### src/rtl/cam_pwr_pkg.sv
// Shared types and constants for the multi-camera power-up sequencer.
//   ch_state_e   : per-channel sequencing state
//   DEF_*        : default timing set for a 100 MHz clock
//   cnt_width()  : delay-counter width from the longest interval
//   is_timed()   : states whose exit is paced by the ms tick
package cam_pwr_pkg;

  typedef enum logic [2:0] {
    ST_WAIT_START = 3'd0,
    ST_PWUP       = 3'd1,
    ST_RSTW       = 3'd2,
    ST_CFGW       = 3'd3,
    ST_DONE       = 3'd4,
    ST_OFF        = 3'd5,
    ST_SLEEP      = 3'd6,
    ST_WAKE       = 3'd7
  } ch_state_e;

  localparam int unsigned DEF_N_CAM      = 2;
  localparam int unsigned DEF_TICK_CYC   = 100_000;
  localparam int unsigned DEF_T_PWUP_MS  = 10;
  localparam int unsigned DEF_T_RST_MS   = 10;
  localparam int unsigned DEF_T_CFG_MS   = 20;
  localparam int unsigned DEF_STAGGER_MS = 5;

  // Wide enough to hold the longest interval count without overflow.
  function automatic int unsigned cnt_width(input int unsigned a, input int unsigned b,
                                            input int unsigned c, input int unsigned d);
    int unsigned m;
    m = a;
    if (b > m) m = b;
    if (c > m) m = c;
    if (d > m) m = d;
    return $clog2(m) + 1;
  endfunction

  function automatic logic is_timed(input ch_state_e s);
    return (s == ST_WAIT_START) || (s == ST_PWUP) || (s == ST_RSTW) ||
           (s == ST_CFGW) || (s == ST_WAKE);
  endfunction

endpackage

### src/rtl/cam_pwr_ch.sv
// One camera channel: sequencing FSM, ms delay counter, PWDN/RESET/ready flops.
// Ports:
//   clk, rst_n      : clock, async active-low reset
//   tick_i          : 1 ms prescaler tick
//   start_i         : (re)start the sequence; wins over any other event
//   en_i            : channel enable, taken when start_i is high
//   start_ticks_i   : stagger before power-up, in ticks
//   sleep_i         : sleep request (only with CAM_SLEEP_EN)
//   pwdn_o, rst_o   : camera power-down (1 = down) and reset (0 = held)
//   init_en_o       : channel ready for register configuration
//   state_o         : current state, used by the top for prescaler gating
module cam_pwr_ch
  import cam_pwr_pkg::*;
#(
  parameter int unsigned CW        = 4,
  parameter int unsigned T_PWUP_MS = DEF_T_PWUP_MS,
  parameter int unsigned T_RST_MS  = DEF_T_RST_MS,
  parameter int unsigned T_CFG_MS  = DEF_T_CFG_MS
) (
  input  logic          clk,
  input  logic          rst_n,
  input  logic          tick_i,
  input  logic          start_i,
  input  logic          en_i,
  input  logic [CW-1:0] start_ticks_i,
`ifdef CAM_SLEEP_EN
  input  logic          sleep_i,
`endif
  output logic          pwdn_o,
  output logic          rst_o,
  output logic          init_en_o,
  output ch_state_e     state_o
);

  ch_state_e     state_q;
  logic [CW-1:0] cnt_q;
  logic          pwdn_q;
  logic          rst_q;
  logic          init_q;
  logic [CW-1:0] last_c;

  // Terminal count for the interval of the current state.
  always_comb begin
    last_c = '0;
    case (state_q)
      ST_WAIT_START: last_c = start_ticks_i - CW'(1);
      ST_PWUP:       last_c = CW'(T_PWUP_MS - 1);
      ST_RSTW:       last_c = CW'(T_RST_MS - 1);
      ST_WAKE:       last_c = CW'(T_RST_MS - 1);
      ST_CFGW:       last_c = CW'(T_CFG_MS - 1);
      default:       last_c = '0;
    endcase
  end

  // Sequencing FSM; start has priority so a restart on a terminal tick wins.
  always_ff @(posedge clk or negedge rst_n) begin
    if (!rst_n) begin
      state_q <= ST_OFF;
      cnt_q   <= '0;
      pwdn_q  <= 1'b1;
      rst_q   <= 1'b0;
      init_q  <= 1'b0;
    end else if (start_i) begin
      cnt_q  <= '0;
      pwdn_q <= 1'b1;
      rst_q  <= 1'b0;
      init_q <= 1'b0;
      if (!en_i)                   state_q <= ST_OFF;
      else if (start_ticks_i == '0) state_q <= ST_PWUP;
      else                          state_q <= ST_WAIT_START;
    end else if (is_timed(state_q) && tick_i) begin
      if (cnt_q == last_c) begin
        cnt_q <= '0;
        case (state_q)
          ST_WAIT_START: state_q <= ST_PWUP;
          ST_PWUP: begin
            state_q <= ST_RSTW;
            pwdn_q  <= 1'b0;
          end
          ST_RSTW: begin
            state_q <= ST_CFGW;
            rst_q   <= 1'b1;
          end
          ST_CFGW, ST_WAKE: begin
            state_q <= ST_DONE;
            init_q  <= 1'b1;
          end
          default: state_q <= state_q;
        endcase
      end else begin
        cnt_q <= cnt_q + CW'(1);
      end
    end
`ifdef CAM_SLEEP_EN
    // Sleep keeps RESET released; wake only waits for the sensor to power back up.
    else if (state_q == ST_DONE && sleep_i) begin
      state_q <= ST_SLEEP;
      pwdn_q  <= 1'b1;
      init_q  <= 1'b0;
    end else if (state_q == ST_SLEEP && !sleep_i) begin
      state_q <= ST_WAKE;
      pwdn_q  <= 1'b0;
      cnt_q   <= '0;
    end
`endif
  end

  assign pwdn_o    = pwdn_q;
  assign rst_o     = rst_q;
  assign init_en_o = init_q;
  assign state_o   = state_q;

endmodule

### src/rtl/cam_pwr_seq.sv
// N-camera power-up sequencer: staggered PWDN/RESET release and ready flags.
// Optional feature macro: CAM_SLEEP_EN (adds sleep_req and SLEEP/WAKE states).
// Ports:
//   clk, rst_n : clock, async active-low reset (sequence starts on release)
//   restart    : one-cycle pulse, re-runs the full sequence
//   ch_en      : channel enable mask, latched at sequence start
//   sleep_req  : per-channel sleep request (CAM_SLEEP_EN only)
//   ov_pwdn    : per-camera power-down, 1 = powered down
//   ov_rst     : per-camera reset, 0 = held in reset
//   init_en    : per-camera ready / start-config flag
//   all_done   : every enabled channel ready (combinational)
module cam_pwr_seq
  import cam_pwr_pkg::*;
#(
  parameter int unsigned N_CAM      = DEF_N_CAM,
  parameter int unsigned TICK_CYC   = DEF_TICK_CYC,
  parameter int unsigned T_PWUP_MS  = DEF_T_PWUP_MS,
  parameter int unsigned T_RST_MS   = DEF_T_RST_MS,
  parameter int unsigned T_CFG_MS   = DEF_T_CFG_MS,
  parameter int unsigned STAGGER_MS = DEF_STAGGER_MS
) (
  input  logic             clk,
  input  logic             rst_n,
  input  logic             restart,
  input  logic [N_CAM-1:0] ch_en,
`ifdef CAM_SLEEP_EN
  input  logic [N_CAM-1:0] sleep_req,
`endif
  output logic [N_CAM-1:0] ov_pwdn,
  output logic [N_CAM-1:0] ov_rst,
  output logic [N_CAM-1:0] init_en,
  output logic             all_done
);

  localparam int unsigned CW = cnt_width((N_CAM - 1) * STAGGER_MS, T_PWUP_MS, T_RST_MS, T_CFG_MS);
  localparam int unsigned PW = (TICK_CYC > 1) ? $clog2(TICK_CYC) : 1;
  localparam logic [PW-1:0] PRESC_LAST = PW'(TICK_CYC - 1);

  logic             start_q;
  logic             start_c;
  logic [N_CAM-1:0] en_q;
  logic [PW-1:0]    presc_q;
  logic [PW-1:0]    presc_d;
  logic             tick_c;
  logic             run_c;
  logic [N_CAM-1:0] busy_c;
  ch_state_e        st [N_CAM];

  // start_q marks the first cycle after reset release as a sequence start.
  assign start_c = start_q | restart;
  assign tick_c  = (presc_q == PRESC_LAST);

  // Prescaler runs while any channel is timing an interval; in the start cycle
  // after reset the channels are not loaded yet, so look at ch_en directly.
  always_comb begin
    busy_c = '0;
    for (int k = 0; k < N_CAM; k++) busy_c[k] = is_timed(st[k]);
    run_c   = start_q ? (ch_en != '0) : (busy_c != '0);
    presc_d = '0;
    if (!restart && run_c) presc_d = tick_c ? '0 : presc_q + PW'(1);
  end

  always_ff @(posedge clk or negedge rst_n) begin
    if (!rst_n) begin
      start_q <= 1'b1;
      en_q    <= '0;
      presc_q <= '0;
    end else begin
      start_q <= 1'b0;
      presc_q <= presc_d;
      if (start_c) en_q <= ch_en;
    end
  end

  for (genvar k = 0; k < N_CAM; k++) begin : g_ch
    logic [CW-1:0] start_ticks;
    assign start_ticks = CW'(k * STAGGER_MS);

    cam_pwr_ch #(
      .CW        (CW),
      .T_PWUP_MS (T_PWUP_MS),
      .T_RST_MS  (T_RST_MS),
      .T_CFG_MS  (T_CFG_MS)
    ) u_ch (
      .clk           (clk),
      .rst_n         (rst_n),
      .tick_i        (tick_c),
      .start_i       (start_c),
      .en_i          (ch_en[k]),
      .start_ticks_i (start_ticks),
`ifdef CAM_SLEEP_EN
      .sleep_i       (sleep_req[k]),
`endif
      .pwdn_o        (ov_pwdn[k]),
      .rst_o         (ov_rst[k]),
      .init_en_o     (init_en[k]),
      .state_o       (st[k])
    );
  end

  // Masked channels are ignored; an empty mask never reports done.
  assign all_done = (en_q != '0) && (&(~en_q | init_en));

endmodule
### config.mk
export PLATFORM = sky130hd
export DESIGN_NAME = cam_pwr_seq
export DESIGN_NICKNAME = d
export VERILOG_FILES = /design/src/rtl/cam_pwr_pkg.sv /design/src/rtl/cam_pwr_ch.sv /design/src/rtl/cam_pwr_seq.sv
export SDC_FILE = /design/constraint.sdc
export NUM_CORES = 1
export LEC_CHECK = 0
export CORE_MARGIN = 1.5
export CORE_UTILIZATION = 30
export CTS_CLUSTER_SIZE = 24
export DETAILED_ROUTE_END_ITERATION = 10
export GPL_TIMING_DRIVEN = 0
export PLACE_DENSITY = 0.45
export REMOVE_ABC_BUFFERS = 1
export SYNTH_ARGS = -nofsm -noshare
export SYNTH_HDL_FRONTEND = slang
export SYNTH_HIERARCHICAL = 1
export SYNTH_SLANG_ARGS = --single-unit
### constraint.sdc
create_clock -name clk -period 2.3 [get_ports clk]
set_clock_uncertainty 0.05 [all_clocks]
set_input_delay 0.46 -clock clk [delete_from_list [all_inputs] [get_ports clk]]
set_output_delay 0.46 -clock clk [all_outputs]
set_load 0.03 [all_outputs]
==> metrics.yaml <==
outcome:
  outcome: "complete, no violations"
global_route:
  grt_pass1_vias: 2726
  grt_pass1_wl_mm: 13.81
  grt_antenna_before_repair: 0
  grt_max_degree: 32
  grt_overflow: 0
  grt_use_total_pct: 14.74
sta:
  finalSetupTns_ns: 0
  setup_viol: 0
  timing.final.ws_setup_ns: 0.006743
  fin_crit_ns: 2.293
  fmax_mhz: 436.1
  slew_violations: 0
  whs_ns: 0.4584
  finalCritPeriodShare_pct: 99.71
  hold_viol_final: 0
  rsz0062_at_grt: "true"
layout:
  multiInputGateArea_um2: 2471
  post-route-util_pct: 41.23
  fin_nets: 480
  fill_cells: 1102
  fin_cells: 609
  drive_gt1_share_pct: 29.21
  diodes: 0
  areaGrowthSynthToFinish_pct: 33.98
  seqCellArea_um2: 1121
  design_area_um2: 4469
pwr:
  powerDensity_nw_per_um2: 401.6
  power_mw: 1.795
  p_leak_nw: 1.743
  ir_drop_uv: 220.6
  seq_power_share_pct: 45.7
  combinationalPowerShare_pct: 25.6
  power_switching_uw: 569.3
  pwr-share-clk_pct: 28.7
  sw_frac_of_total_pct: 31.72
  p_int_mw: 1.225
cts:
  cts-root-buf: "clkbuf_8"
  clk_pin_slew_worst_paths_ns: 0.09
  clk_latency_ns: 0.31
  ctsHtreeMaxLevel: 2
  numCtsBuffers: 5
  clk_path_buf_depth: 2
  cts_tree: "yes"
  cts.sinks: 44
place:
  port_buffers: 11
  pre_cts_slack_ns: -1.257
  place_congestion: 0.7843
  place_area_um2: 3685
  dp_hpwl_mm: 5.428
  placedCellCount: 556
routing:
  wirelength_mm: 9.051
  num_vias: 3035
  drc: 0
  wire_per_inst_um: 14.86
  drtIter0Drc: 86
  drtPass1Iterations: 7
  final_antenna_net_count: 0
  avgViaCountPerCell: 4.984
yosys:
  synthesis.area_um2: 3336
  synth_edf_count: 0
  ys_seq_area_share_pct: 33.27
  postSynthAreaPerCell_um2: 8.825
  yosys_most_used_dff: "dfrtp_1"
  ys_ff_latch: 44
  ys_warn_count: 6
  ys_types: 64
  async_flop_share_pct: 100.0
  syn-instance-count: 378
setup_path:
  path_cells: "buf_12 > or3_4 > a21oi_4 > xor2_2 > a2111oi_4 > buf_4 > nand4_1 > mux2_4"
  path_class: "reg2reg"
  crit_family: "simple AND/OR/NAND/NOR gates"
  slowest_stage: "dfrtp_2"
  cp-start-kind: "flip-flop"
  end_kind: "flip-flop"
  crit_fanout: 7
  critPathMaxStageDelay_ns: 0.45
  worstSetupStartpoint: "g_ch[0].u_ch/state_o[1]"
  cp.arrival_ns: 2.43
  rr_endpoint: "g_ch[0].u_ch/state_o[1]"
  crit_end: "g_ch[0].u_ch/state_o[1]"
  cp.depth: 8
  critPathBufInv: 2
  worstReg2RegStart: "g_ch[0].u_ch/state_o[1]"
  rrSetupSlack_ns: 0.007
  r2r_cells: 8
  required_ns: 2.44
floorplanning:
  die_y_um: 108.4
  rows: 38
  fp.dieW_um: 108.4
  initial_utilization_pct: 30.77
  ioPinCount: 12
  dieArea_um2: 11760
  core_area_um2: 10840
job:
  max-cap-violations: 0
hold_path:
  worstHoldPathType: "reg2reg"
routing by layer:
layer	global-route usage [%]	part of all wire [%]	vias up
met5	0	0	-
met1	20.62	48	1475
met3	1.869	1.9	9
met2	24.26	49	29
li1	-	-	1522
met4	3.102	1.1	0
worst min-delay path, delay by kind of cell (launching register included):
kind             cells  cell delay [ns]
flip-flops           1             0.36
AND/OR/NAND/NOR      1             0.07
AO/OA/AOI/OAI        1             0.05
logic make-up after synthesis:
family,share of synthesized area [%]
flops,33.27
simple gates,30.80
compound gates,18.83
other cells,0.2251
mux,1.650
fa+ha+maj,2.626
buf+inv,7.614
xor+xnor,4.989
registers in the layout (all words and copies together) (netlist names):
signal and cells:
start_q 1, g_ch.u_ch/pwdn_o 2, en_q 2, g_ch.u_ch/init_en_o 2, g_ch.u_ch/state_o 6, presc_q 17
g_ch.u_ch/cnt_q 12, g_ch.u_ch/rst_o 2
cells in the mapped netlist, drive strengths merged (3+ instances only):
cell     count  area (um2)
dfrtp       37       925.9
nand2       35       131.4
nor2        30       177.7
inv         25       93.84
a21oi       20       107.6
nor3        18       90.09
buf         17       130.1
nand3       15       75.07
nor4        14       87.58
or3         14       100.1
nand4       11       81.32
xnor2       11       96.34
a22o        10       87.58
clkbuf       8       30.03
xor2         8       70.07
dfstp        7       183.9
ha           7       87.58
nor3b        7       62.56
a2111oi      6       67.57
nand2b       6       37.54
o21ai        6       30.03
a211o        4       35.03
a21o         4       30.03
a31oi        4       25.02
mux2         4       45.04
nand3b       4       30.03
o311a        4       42.54
and4         3       28.78
nor4b        3       26.28
nor4bb       3       30.03
cell type report:
cell class | count | area share, %
Multi-Input combinational cell | 334 | 55.29
Sequential cell | 44 | 25.08
Timing Repair Buffer | 57 | 11.34
Tap cell | 140 | 3.919
Inverter | 25 | 2.184
Clock buffer | 5 | 1.540
Clock inverter | 3 | 0.4759
Timing Repair inverter | 1 | 0.1680
repair_timing:
action / CTS / global route
hold buffers: 1 / 0
gates cloned: 1 / 1
pin swaps: 6 / 14
setup buffers: 23 / 20
endpoints found under the hold margin: 2 / 0
gates resized for setup: 20 / 46
setup endpoints to repair: 24 / 23
worst min path at each step:
stage	startpoint	to	slack [ns]	cells past startpoint
floorplan	rst_n	en_q[0]	0.11	0
global placement	g_ch[1].u_ch/rst_o	g_ch[1].u_ch/rst_o	0.44	2
detailed placement	rst_n	presc_q[10]	0.34	1
CTS	presc_q[0]	presc_q[0]	0.46	1
global route	g_ch[1].u_ch/pwdn_o	g_ch[1].u_ch/pwdn_o	0.50	1
finish	g_ch[1].u_ch/rst_o	g_ch[1].u_ch/rst_o	0.46	2
placed cells by master, fill, tap and decap left out, types with 5 or more instances in the layout:
cell	count
clkdlybuf4s50_1	10
a21oi_1	12
nand2b_1	6
dfstp_2	5
or3_1	8
ha_1	6
nor2_4	8
clkbuf_8	5
dfrtp_1	34
nor3_1	15
nor3b_1	5
nor4_1	12
a22o_1	10
inv_1	24
xnor2_1	11
nor2_1	19
a21oi_2	6
xor2_1	7
nand4_1	9
conb_1	51
nand3_1	15
buf_4	37
nand2_1	30
power groups by stage:
stage | clock (mW) | sequential [mW] | combinational, mW
final | 0.516 | 0.820 | 0.459
after CTS | 0.535 | 0.826 | 0.380
after detailed placement | 0 | 0.845 | 0.268
after global placement | 0 | 0.845 | 0.250
after global routing | 0.564 | 0.822 | 0.499
after floorplan | 0 | 0.834 | 0.182
(Power assumes the default switching activity.)
